`src/rtl/onehot_scan_decoder.sv`:
```
// Binary-to-one-hot decoder with a prescaled up/down scan mode; all outputs registered (latency 1).
// No backpressure: en=0 freezes all state and suppresses the out_valid/wrap pulses.
module onehot_scan_decoder #(
  parameter  int SEL_W = 4,
  parameter  int DIV_W = 8,
  localparam int OUT_W = 2**SEL_W
) (
  input  logic             clk,
  input  logic             rst,
  input  logic             en,
  input  logic             mode,
  input  logic             in_valid,
  input  logic [SEL_W-1:0] binary,
  input  logic             dir,
  input  logic [DIV_W-1:0] div,
  output logic [OUT_W-1:0] onehot,
  output logic [SEL_W-1:0] index,
  output logic             out_valid,
  output logic             wrap
);

  localparam logic [OUT_W-1:0] one_bit   = {{(OUT_W-1){1'b0}}, 1'b1};
  localparam logic [SEL_W-1:0] index_max = {SEL_W{1'b1}};

  logic [DIV_W-1:0] cnt;
  logic             mode_q;
  logic [SEL_W-1:0] base;
  logic [SEL_W-1:0] next_index;
  logic             step_wraps;

  // An all-zero onehot (fresh out of reset) scans as if it sat at index 0.
  always_comb begin
    base       = (onehot == '0) ? '0 : index;
    next_index = dir ? (base - SEL_W'(1)) : (base + SEL_W'(1));
    step_wraps = dir ? (base == '0) : (base == index_max);
  end

  always_ff @(posedge clk) begin
    if (rst) begin
      onehot    <= '0;
      index     <= '0;
      out_valid <= 1'b0;
      wrap      <= 1'b0;
      cnt       <= '0;
      mode_q    <= mode;
    end else if (!en) begin
      out_valid <= 1'b0;
      wrap      <= 1'b0;
    end else if (mode != mode_q) begin
      // Mode switch cycle only restarts the prescaler; the output is held.
      mode_q    <= mode;
      cnt       <= '0;
      out_valid <= 1'b0;
      wrap      <= 1'b0;
    end else if (!mode) begin
      wrap      <= 1'b0;
      out_valid <= in_valid;
      if (in_valid) begin
        index  <= binary;
        onehot <= one_bit << binary;
      end
    end else if (cnt >= div) begin
      cnt       <= '0;
      index     <= next_index;
      onehot    <= one_bit << next_index;
      out_valid <= 1'b1;
      wrap      <= step_wraps;
    end else begin
      cnt       <= cnt + DIV_W'(1);
      out_valid <= 1'b0;
      wrap      <= 1'b0;
    end
  end

endmodule

```
`config.mk`:
```
export PLATFORM = sky130hd
export DESIGN_NAME = onehot_scan_decoder
export DESIGN_NICKNAME = d
export VERILOG_FILES = /design/src/rtl/onehot_scan_decoder.sv
export SDC_FILE = /design/constraint.sdc
export NUM_CORES = 1
export LEC_CHECK = 0
export CORE_AREA = 4 4 64 66
export CTS_CLUSTER_SIZE = 16
export DETAILED_ROUTE_END_ITERATION = 16
export DIE_AREA = 0 0 68 70
export PLACE_DENSITY = 0.77
export SLEW_MARGIN = 20
export SYNTH_ARGS = -nofsm -noshare
export SYNTH_HDL_FRONTEND = slang
export SYNTH_SLANG_ARGS = --single-unit
```
`constraint.sdc`:
```
create_clock -name clk -period 3.65 [get_ports clk]
set_input_delay 0.9125 -clock clk [delete_from_list [all_inputs] [get_ports clk]]
set_output_delay 0.9125 -clock clk [all_outputs]
set_load 0.02 [all_outputs]
```
==> results of run 1 <==
==> report_power, final <==
part	leakage [uW]	total, uW	internal (uW)	switching, uW
Combinational	0.000648	108	51.7	56.3
Clock	0.0000464	253	134	119
Sequential	0.000252	354	346	7.52
==> how the worst max path moves through the flow <==
stage,end,slack [ns],depth (start not counted)
global placement,onehot[11],0.45,7
finish,onehot[5],0.53,10
floorplan,onehot[0],0.80,10
detailed placement,onehot[5],0.38,8
global route,onehot[5],0.24,10
CTS,onehot[5],0.48,10
==> cells in the final DEF, fill, tap and decap left out, types with 2 or more instances in the layout <==
| master | count |
|---|---|
| clkdlybuf4s50_1 | 39 |
| nor2b_1 | 5 |
| a22o_1 | 16 |
| a211oi_1 | 3 |
| a21o_1 | 4 |
| a32o_2 | 2 |
| xnor2_1 | 2 |
| o21ai_0 | 3 |
| mux2i_1 | 2 |
| nor4_2 | 2 |
| buf_4 | 4 |
| inv_1 | 14 |
| nand3_1 | 5 |
| o41ai_4 | 2 |
| dfxtp_1 | 30 |
| nand4_1 | 3 |
| ha_1 | 12 |
| clkbuf_4 | 5 |
| nand2_1 | 8 |
| xor2_1 | 6 |
| a21oi_1 | 8 |
| nor4_1 | 4 |
| nor2_1 | 19 |
| nor3_1 | 3 |
==> sequential cells by signal (all words and copies together), names as in the netlist <==
name and flops:
out_valid 1, cnt 8, wrap 1, mode_q 1
index 4, onehot 16
==> final cells by class <==
type / count / share of cell area [%]
Timing Repair Buffer: 43 / 18.9
Inverter: 14 / 2.36
Multi-Input combinational cell: 128 / 44.1
Clock buffer: 7 / 3.43
Tap cell: 48 / 2.70
Sequential cell: 31 / 28.3
Clock inverter: 1 / 0.225
==> cell usage after synthesis, types with 2 or more instances <==
library cell / count
a21oi_1: 8
nand2_1: 8
nand3_1: 5
nor4_1: 4
nor3_1: 3
nand4_1: 3
inv_1: 14
xnor2_1: 2
a32o_2: 2
a21o_1: 4
clkbuf_1: 5
o41ai_4: 2
o21ai_0: 3
nor4_2: 2
a211oi_1: 3
mux2i_1: 2
xor2_1: 6
nor2b_1: 5
dfxtp_1: 30
a22o_1: 16
nor2_1: 19
ha_1: 12
==> per-stage QoR <==
stage	utilization [%]	instance area [sq um]	setup slack, ns	hold WS [ns]
after floorplan	-	1690	0.803	0.497
after global placement	60.0	2150	0.450	0.496
after detailed placement	60.0	2150	0.380	0.504
after CTS	62.3	2230	0.477	0.527
after global routing	62.3	2230	0.238	0.554
final	62.3	2230	0.534	0.523
==> layer usage <==
metal | vias up | GRT usage, % | routed length (microns)
li1 | 751 | - | -
met1 | 677 | 23.9 | 1730
met2 | 38 | 24.1 | 1720
met3 | 10 | 6.11 | 219
met4 | 0 | 6.62 | 93
met5 | - | 0 | 0
==> critical path, stage by stage (launching register included) <==
cell and delay, ns:
dfxtp_1 0.34, nor4_1 0.49, nand4_1 0.34, and2_2 0.30
ha_1 0.32, a31oi_1 0.19, a41oi_1 0.07, a2bb2oi_2 0.18
xnor2_2 0.38, a32o_2 0.30, a22o_1 0.13
==> kinds of logic (layout without fill, tap and decap cells) <==
family	after synthesis	count (layout)
muxes	3	3
DFF	31	31
AOI/OAI and AO/OA	47	47
xor gates and xnor gates	9	9
adders and majority gates	13	13
buffers and inverters	20	65
and+or+nand+nor	56	56
==> flow_summary.yaml, run 1 <==
status:
  outcome: "finished clean"
synthesis:
  avgSynthCellArea_sq_um: 9.44
  synth-xor-area-share_pct: 5.11
  synth_top_area_cell: "dfxtp_1"
  synthArstFlopShare_pct: 0
  synth_cell_types: 43
  synth_fa_ha_area_share_pct: 10.1
  synth-main-ff-cell: "dfxtp_1"
  synth_compound_area_share_pct: 23.9
  synth_cells: 179
  ys_seq_area_share_pct: 37.3
  postSynthRegisterBits: 31
  synth_edf_count: 1
  synth_top_family_by_area: "compound AO/OA/AOI/OAI gates"
  synth.cell_area_sq_um: 1690
  synthSimpleGateAreaFrac_pct: 17.2
  synth_top_cell_area_share_pct: 35.5
  synthMuxAreaShare_pct: 1.85
  ys_warn_count: 0
  synthTopCellsByArea: "dfxtp_1 (36%), ha_1 (8.9%), a22o_1 (8.3%)"
  syn-num-nets: 210
timing:
  slew_violations: 0
  max_slew_margin_pct: 59.1
  period_share_pct: 85.4
  fin_worst_skew_ns: 0.00892
  min_period_ns: 3.12
  setup_viol: 0
  tns_ns: 0
  clock.fmax_ghz: 0.321
  hold_viol: 0
  rsz0062_at_grt: "false"
  tightest_slew_ns: 0.612
cts:
  clkTransAtPathRegs_ns: 0.10
  cts_hold_buf: 0
  clockBufferDepth: 2
  cts_sinks: 31
  h-tree-depth: 2
  clk_latency_ns: 0.33
  cts_buffers: 5
  cts_tree: "yes"
  clockRootBuffer: "clkbuf_4"
  postCtsSetupBuffers: 0
  cts_resized: 0
setup_path:
  r2r-end: "onehot[5]"
  r2r_start: "onehot[9]"
  reg2reg_slack_ns: 0.53
  start_kind: "flip-flop"
  critical_path_class: "flip-flop to flip-flop"
  critPathArrivalTime_ns: 3.39
  critPathRequiredTime_ns: 3.93
  crit_start: "onehot[9]"
  end_kind: "flip-flop"
  r2r_cells: 10
  cp_max_fo: 6
grt:
  grt_max_degree: 17
  antenna_found_initial: 0
  grt_overflow: 0
  grt_pass1_vias: 1335
  grt_pass1_wl_mm: 6.33
  grt_usage_pct: 17.2
route:
  vias: 1476
  first_pass_iters: 4
  wire_per_inst_microns: 13.8
  wirelength_mm: 3.76
  drt.antenna.violating_nets: 0
  drt_iter0_drc: 56
  routed_via_density: 5.43
  drc: 0
power_and_ir_drop:
  irDropWorstVdd_mv: 0.274
  p_total_uw: 715
  p_leak_uw: 0.000946
  pwr_density_cell_nw_per_um2: 321
min_path:
  min_path_cells: 1
  min_from: "onehot[9]"
  min_path_type: "flip-flop to flip-flop"
  min_to: "onehot[9]"
final_layout:
  syn2layout_area_growth_pct: 31.8
  fin_nets: 254
  fin_cells: 272
  antenna_cells: 0
  fillCellCount: 321
  multi_input_area_sq_um: 983
  seq_area_sq_um: 631
  layout-drive-gt1-share_pct: 10.3
die:
  pin_count: 40
  design.die.area_sq_um: 4760
  rows: 22
  start_util_pct: 47.2
  die_y_microns: 70
  core_sq_um: 3580
  die_w_microns: 68
flow_run:
  cap_violations: 0
place:
  hpwl_mm: 2.95
  dpl.cell_count: 264
  io_buffers: 39
  finalWeightedCongestion: 0.800
(Power assumes the default switching activity.)
==> run 2: changes to the inputs <==
- CTS_CLUSTER_SIZE: 16 -> unset
==> results of run 2 <==
Final layout, timing and power as in run 1 (identical DEF).
